`src/rtl/sha256_stream_core.sv`:
```
// SHA-256 compression engine: valid/ready block in, digest out, 1/2/4 rounds per clock.
// Chaining value H persists across blocks and messages until blk_first overrides it.
module sha256_stream_core #(
  parameter int UNROLL = 1
) (
  input  logic              clk,
  input  logic              reset_n,
  input  logic              blk_valid,
  output logic              blk_ready,
  input  logic [15:0][31:0] blk_data,
  input  logic              blk_first,
  input  logic              iv_load,
  input  logic [7:0][31:0]  iv_in,
  input  logic              blk_last,
  output logic              dig_valid,
  input  logic              dig_ready,
  output logic [7:0][31:0]  dig_data,
  output logic              busy
);

  if (UNROLL != 1 && UNROLL != 2 && UNROLL != 4) begin : g_bad_unroll
    $error("sha256_stream_core: UNROLL must be 1, 2 or 4");
  end

  // Handshakes: a transfer happens on a rising edge where valid and ready are both high;
  // blk_ready depends only on state, and dig_valid holds with stable dig_data until taken.

  typedef enum logic [1:0] {S_IDLE, S_COMPUTE, S_FINAL, S_OUT} state_t;

  localparam logic [5:0] T_LAST = 6'(64 - UNROLL);

  // Element [0] is H0, so the concatenation lists H7 first.
  localparam logic [7:0][31:0] IV = {
    32'h5be0cd19, 32'h1f83d9ab, 32'h9b05688c, 32'h510e527f,
    32'ha54ff53a, 32'h3c6ef372, 32'hbb67ae85, 32'h6a09e667
  };

  localparam logic [31:0] K [64] = '{
    32'h428a2f98, 32'h71374491, 32'hb5c0fbcf, 32'he9b5dba5, 32'h3956c25b, 32'h59f111f1, 32'h923f82a4, 32'hab1c5ed5,
    32'hd807aa98, 32'h12835b01, 32'h243185be, 32'h550c7dc3, 32'h72be5d74, 32'h80deb1fe, 32'h9bdc06a7, 32'hc19bf174,
    32'he49b69c1, 32'hefbe4786, 32'h0fc19dc6, 32'h240ca1cc, 32'h2de92c6f, 32'h4a7484aa, 32'h5cb0a9dc, 32'h76f988da,
    32'h983e5152, 32'ha831c66d, 32'hb00327c8, 32'hbf597fc7, 32'hc6e00bf3, 32'hd5a79147, 32'h06ca6351, 32'h14292967,
    32'h27b70a85, 32'h2e1b2138, 32'h4d2c6dfc, 32'h53380d13, 32'h650a7354, 32'h766a0abb, 32'h81c2c92e, 32'h92722c85,
    32'ha2bfe8a1, 32'ha81a664b, 32'hc24b8b70, 32'hc76c51a3, 32'hd192e819, 32'hd6990624, 32'hf40e3585, 32'h106aa070,
    32'h19a4c116, 32'h1e376c08, 32'h2748774c, 32'h34b0bcb5, 32'h391c0cb3, 32'h4ed8aa4a, 32'h5b9cca4f, 32'h682e6ff3,
    32'h748f82ee, 32'h78a5636f, 32'h84c87814, 32'h8cc70208, 32'h90befffa, 32'ha4506ceb, 32'hbef9a3f7, 32'hc67178f2
  };

  function automatic logic [31:0] rotr(input logic [31:0] x, input int n);
    rotr = (x >> n) | (x << (32 - n));
  endfunction

  function automatic logic [31:0] bsig0(input logic [31:0] x);
    bsig0 = rotr(x, 2) ^ rotr(x, 13) ^ rotr(x, 22);
  endfunction

  function automatic logic [31:0] bsig1(input logic [31:0] x);
    bsig1 = rotr(x, 6) ^ rotr(x, 11) ^ rotr(x, 25);
  endfunction

  function automatic logic [31:0] ssig0(input logic [31:0] x);
    ssig0 = rotr(x, 7) ^ rotr(x, 18) ^ (x >> 3);
  endfunction

  function automatic logic [31:0] ssig1(input logic [31:0] x);
    ssig1 = rotr(x, 17) ^ rotr(x, 19) ^ (x >> 10);
  endfunction

  state_t           state_q, state_d;
  logic [7:0][31:0] h_q, v_q, v_d, h_sum, cv, dig_q;
  logic [15:0][31:0] w_q, w_d;
  logic [5:0]       t_q;
  logic             last_q;
  logic [31:0]      t1, t2, wnew;

  // State register
  always_ff @(posedge clk or negedge reset_n) begin
    if (!reset_n) state_q <= S_IDLE;
    else          state_q <= state_d;
  end

  // Next-state logic
  always_comb begin
    state_d = state_q;
    case (state_q)
      S_IDLE:    if (blk_valid)     state_d = S_COMPUTE;
      S_COMPUTE: if (t_q == T_LAST) state_d = S_FINAL;
      S_FINAL:   state_d = last_q ? S_OUT : S_IDLE;
      S_OUT:     if (dig_ready)     state_d = S_IDLE;
      default:   state_d = S_IDLE;
    endcase
  end

  // Outputs decoded from state only
  always_comb begin
    blk_ready = (state_q == S_IDLE);
    busy      = (state_q != S_IDLE);
    dig_valid = (state_q == S_OUT);
  end

  assign dig_data = dig_q;

  always_comb begin
    cv = h_q;
    if (blk_first) cv = iv_load ? iv_in : IV;
  end

  // UNROLL chained rounds; the schedule window slides one word per round.
  always_comb begin
    v_d  = v_q;
    w_d  = w_q;
    t1   = '0;
    t2   = '0;
    wnew = '0;
    for (int i = 0; i < UNROLL; i++) begin
      t1   = v_d[7] + bsig1(v_d[4]) + ((v_d[4] & v_d[5]) ^ (~v_d[4] & v_d[6]))
             + K[t_q + 6'(i)] + w_d[0];
      t2   = bsig0(v_d[0]) + ((v_d[0] & v_d[1]) ^ (v_d[0] & v_d[2]) ^ (v_d[1] & v_d[2]));
      wnew = w_d[0] + ssig0(w_d[1]) + w_d[9] + ssig1(w_d[14]);
      v_d  = {v_d[6], v_d[5], v_d[4], v_d[3] + t1, v_d[2], v_d[1], v_d[0], t1 + t2};
      w_d  = {wnew, w_d[15:1]};
    end
  end

  always_comb begin
    h_sum = '0;
    for (int i = 0; i < 8; i++) h_sum[i] = h_q[i] + v_q[i];
  end

  always_ff @(posedge clk or negedge reset_n) begin
    if (!reset_n) begin
      h_q    <= IV;
      v_q    <= '0;
      w_q    <= '0;
      t_q    <= '0;
      last_q <= 1'b0;
      dig_q  <= '0;
    end else begin
      case (state_q)
        S_IDLE: if (blk_valid) begin
          w_q    <= blk_data;
          h_q    <= cv;
          v_q    <= cv;
          last_q <= blk_last;
          t_q    <= '0;
        end
        S_COMPUTE: begin
          w_q <= w_d;
          v_q <= v_d;
          t_q <= t_q + 6'(UNROLL);
        end
        S_FINAL: begin
          h_q <= h_sum;
          if (last_q) dig_q <= h_sum;
        end
        default: ;
      endcase
    end
  end

endmodule

```
`config.mk`:
```
export PLATFORM = sky130hd
export DESIGN_NAME = sha256_stream_core
export DESIGN_NICKNAME = d
export VERILOG_FILES = /design/src/rtl/sha256_stream_core.sv
export SDC_FILE = /design/constraint.sdc
export NUM_CORES = 2
export LEC_CHECK = 0
export CORE_MARGIN = 10
export CORE_UTILIZATION = 44
export CTS_CLUSTER_DIAMETER = 120
export DETAILED_ROUTE_END_ITERATION = 16
export PLACE_DENSITY = 0.66
export RECOVER_POWER = 25
export SYNTH_ARGS = -nofsm -noshare
export SYNTH_HDL_FRONTEND = slang
export SYNTH_SLANG_ARGS = --single-unit
```
`constraint.sdc`:
```
create_clock -name clk -period 20.1 [get_ports clk]
set_input_delay 3.015 -clock clk [delete_from_list [all_inputs] [get_ports clk]]
set_output_delay 3.015 -clock clk [all_outputs]
set_load 0.01 [all_outputs]
```
Word-level counts from Yosys, hierarchy flattened --
Memories as Yosys holds them, arrays and structs flattened. Index checks and enable logic that the tools add are counted.
Storage, ports and cells: register bits 1289, output and inout bits 259, memory bits (read-only) 2048, memories 1
Operators by class: muxes and demuxes 16, add/sub/neg operators 19, reduce and logical (&&, ||, !) cells 9, $lt $le $gt $ge 1, bitwise operators 28, equal/unequal tests 7
Memory list:
- (name not given) | depth 64, width 32, read ports 1, clocked after Yosys merged registers in 0, wr ports 0, RTL line 117 | + K[t_q + 6'(i)] + w_d[0];
Operators with widths (number):
- $pmux 256 s2 | 2
- $pmux 512 s2 | 1
- $mux 256 | 3
- $add 32x32->32 | 18
- $mux 512 | 1
- $xor 32x32->32 | 9
- $and 32x32->32 | 5
- $mux 32 | 2
- $not 32->32 | 1
- $or 10x32->32 | 1
- $or 13x32->32 | 1
- $or 14x32->32 | 1
- $or 15x32->32 | 1
- $or 19x32->32 | 1
- $or 21x32->32 | 1
- $or 25x32->32 | 1
- $or 26x32->32 | 1
- $or 30x32->32 | 1
- $or 7x32->32 | 1
- $xor 32x22->32 | 1
- $xor 32x29->32 | 1
- $pmux 6 s2 | 1
- $mux 2 | 4
- $pmux 2 s4 | 1
- other kinds (13) | 20

Longest topological paths before layout --
depth after elaboration 9, depth in mapped cells 39

Least setup slack after synthesis --
Ideal clock, no wire load.
kind flip-flop to flip-flop, from register t_q[2], to register v_q (netlist bit v_d[63]), path slack 12404 ps, clock period less this slack 7696 ps, buffers on the path 3, library setup time 136 ps, data arrival time 7560 ps, stages on the path, launching flop included 38, path through dfrtp_1 -> clkinv_1 -> clkbuf_1 -> clkbuf_1 -> ha_1 -> clkbuf_1 -> mux2i_1 -> o21ai_0 -> o21ai_0 -> nor2_1 -> a21oi_1 -> fa_1 -> inv_1 -> ha_1 -> a21o_1 -> a21oi_1 -> o21bai_1 -> a2111oi_1 -> [... 2 more ...] -> a21o_1 -> a41oi_1 -> o21bai_1 -> a21o_1 -> xnor2_1 -> fa_1 -> inv_1 -> ha_1 -> a21oi_1 -> o21ai_0 -> a31oi_1 -> o21ai_0 -> a211oi_1 -> o221ai_1 -> a21oi_1 -> xnor2_1 -> xnor2_1 -> mux2i_1
On the way: word-level cells in the longest chain between the ends 8
RTL lines:
- start, declared | RTL line 72 | logic [5:0] t_q;
- start signal, assigned | RTL line 150 | t_q <= t_q + 6'(UNROLL);
- $not 6->7 (implied by the code) | RTL line 117
- $mem_v2 64x32
- $mux 32 (implied by the code) (2 in a row) | RTL line 117
- $add 32x32->32 (2 in a row) | RTL line 117
- $add 32x32->32 | RTL line 120 | v_d = {v_d[6], v_d[5], v_d[4], v_d[3] + t1, v_d[2], v_d[1], v_d[0], t1 + t2};
- $pmux 256 s2 | RTL line 139 | case (state_q)
- end signal, assigned | RTL line 143 | v_q <= cv;
- end signal, assigned | RTL line 149 | v_q <= v_d;
- end, declared | RTL line 70 | logic [7:0][31:0] h_q, v_q, v_d, h_sum, cv, dig_q;
Every way passes these cells. The select of a mux whose other input is x is not followed. A chain may end at the register's enable or synchronous reset.

Worst setup path in the final report --
from register state_q[1], to register dig_q (netlist bit dig_data[230])
On the way: word-level cells in the longest chain between the ends 2
RTL lines:
- start, declared | RTL line 69 | state_t state_q, state_d;
- start signal, assigned | RTL line 79 | else state_q <= state_d;
- $eq 2x2->1 | RTL line 139
- $reduce_and 2->1 (no source line)
- end signal, assigned | RTL line 154 | if (last_q) dig_q <= h_sum;
- end, declared | RTL line 70
Every way passes these cells.

==> impl_metrics.tcl <==
set metrics [dict create \
    clkSinkCount 1289 \
    slew_violations 915 \
    rrSetupSlack_ps 6420 \
    relSlewSlack_pct -551.7 \
    synth_seq_cells 1289 \
    drc 0 \
    synth.avg_cell_area_um2 8.343 \
    synth_nets 11480 \
    clk_pin_slew_ps 60 \
    drive_gt1_share_pct 5.315 \
    area_growth_pct 20.10 \
    post_cts_buffers 0 \
    grt_max_degree 229 \
    fp.dieW_um 457.9 \
    crit_path_start_kind "register" \
    end_kind "register" \
    fin_util_pct 53.23 \
    pre_cts_ws_ps 10600 \
    whs_ps 479.1 \
    synth_area_leader_cell "dfrtp_1" \
    cts_tree "yes" \
    grt.busiest_layer "met2" \
    fp-row-count 160 \
    ys.flop_type "dfrtp_1" \
    port_buffers 1033 \
    clock-root-buffer "clkbuf_16" \
    hold_path_class "reg2reg" \
    setup_tns_ps 0 \
    die-height_um 457.9 \
    vias 80770 \
    syn_area_mm2 0.08438 \
    grt.met2_usage_pct 55.47 \
    fmax_mhz 73.12 \
    fin_crit_ps 13680 \
    drt_iter0_markers 9101 \
    finalWorstSetupSlack_ps 6425 \
    core_area_mm2 0.1904 \
    nets 12040 \
    hold_buffers 0 \
    r2r-end "dig_data[230]" \
    synth_most_common_cell "nand2_1" \
    grt_pass1_vias 77770 \
    pin_count 1034 \
    synth_common_cells "nand2_1, dfrtp_1, nor2_1" \
    netlist_instances 10110 \
    hp-start "dig_data[35]" \
    synthTopCellsByArea "dfrtp_1, nand2_1, ha_1" \
    yosysUniqueCellTypes 84 \
    holdPathStages 2 \
    grt_usage_pct 35.21 \
    reg2regPathDepth 7 \
    grt_overflow 0 \
    clk_latency_ps 840 \
    wire_per_inst_um 28.86 \
    dpl.hpwl_um 297000 \
    synth_top_area_share_pct 34.19 \
    gp_congestion 0.9808 \
    gr-usage-met3_pct 6.626 \
    async_flop_share_pct 100.0 \
    tightest_slew_ps 9776 \
    cp_data_required_time_ps 20820 \
    grt_pass1_wl_um 550600 \
    met1_usage_pct 44.68 \
    htreeDepth 4 \
    crit_path_max_fanout 174 \
    rsz0062_at_grt "false" \
    hold_viol_final 0 \
    start_util_pct 44.32 \
    drv_cap 10 \
    yosysWarnings 0 \
    die_area_mm2 0.2097 \
    setup_viol 0 \
    antenna_found_initial 51 \
    status "finished with violations" \
    skew_ps 36.12 \
    cts_resized 0 \
    cp.arrival_ps 14390 \
    cts_buffers 153 \
    avgViaCountPerCell 6.050 \
    first_pass_iters 6 \
    min_period_over_period_pct 68.04 \
    wl_um 385300 \
    worstHoldEndpoint "dig_data[35]" \
    reg2reg_from "state_q[1]" \
    synth-seq-area-share_pct 38.43 \
    synth_edf_count 0 \
    final_antenna_net_count 0 \
    path_class "reg2reg" \
    clock_path_buffers 3 \
    violations "capacitance limit, slew limit" \
]
==> through the flow <==
step                cells  instance area, um^2
floorplan           10110                84380
global placement    13030                96120
detailed placement  13030                96120
CTS                 13310               101300
global route        13350               101300
finish              13350               101300
==> metal layers <==
metal  routed length (um)  share of wire [%]
met1               153400                 40
met2               175500                 46
met3                29150                7.6
met4                27170                7.1
met5                   68              0.018
==> worst max-delay path: stages, from the launching register on <==
cell      delay (ps)
dfrtp_1          820
nor2b_1          220
clkbuf_1        6740
nand2_4         2350
clkbuf_1        1540
buf_4            800
buf_4            420
mux2_2           370
==> cells in the final DEF, fill, tap and decap left out, drive strengths merged, types with 59 or more instances in the layout <==
master	n
xnor2	318
o21a	59
o21ai	844
a22oi	78
a31oi	548
nand2	1734
a21oi	662
xor2	260
a21o	191
clkbuf	239
nor2	1018
ha	395
dfrtp	1153
nor3	81
a211oi	90
clkdlybuf4s50	1030
nand3	88
inv	498
buf	88
o31ai	67
dfstp	136
a221oi	86
fa	197
or3	64
o22ai	159
nand2b	70
==> kinds of logic (layout without fill, tap and decap cells) <==
family                   Yosys count  in the layout  synth area share [%]
AO/OA/AOI/OAI                   3106           3106                 22.65
XOR/XNOR                         579            579                 6.027
adder cells (fa/ha/maj)          596            596                 10.58
buffers and inverters           1214           1900                 5.405
flip-flops                      1289           1289                 38.43
multiplexers                      83             83                 1.180
other                              0             39                     0
AND/OR/NAND/NOR                 3247           3247                 15.73
==> area by class of cell <==
cell class	count	area, um^2
antenna	39	97.59
clock inverter	52	725.7
tap	2511	3142
fill	17710	89040
sequential	1289	32430
timing repair buffer	1129	11160
inverter	490	1842
clock buffer	229	4484
multi-input combinational	7611	47460
==> worst max-delay path by stage <==
stage          slack [ps]       start  depth (start not counted)            end
6_report             6420  state_q[1]                          7  dig_data[230]
5_1_grt              5720     reset_n                          5       w_d[205]
4_1_cts             10570      t_q[0]                         35        v_d[63]
3_5_place_dp        10600      t_q[0]                         35        v_d[63]
3_3_place_gp        10570      t_q[0]                         34        v_d[63]
2_1_floorplan       12400      t_q[2]                         37        v_d[63]
==> registers in the layout, indices dropped and copies added, names as in the netlist <==
signal	count
state_q	2
v_q	64
h_q	256
w_q	32
last_q	1
t_q	6
v_d	192
w_d	480
dig_data	256
Power is not shown: default switching activity piles up to over one toggle a cycle in this logic, so the estimate is an artifact.
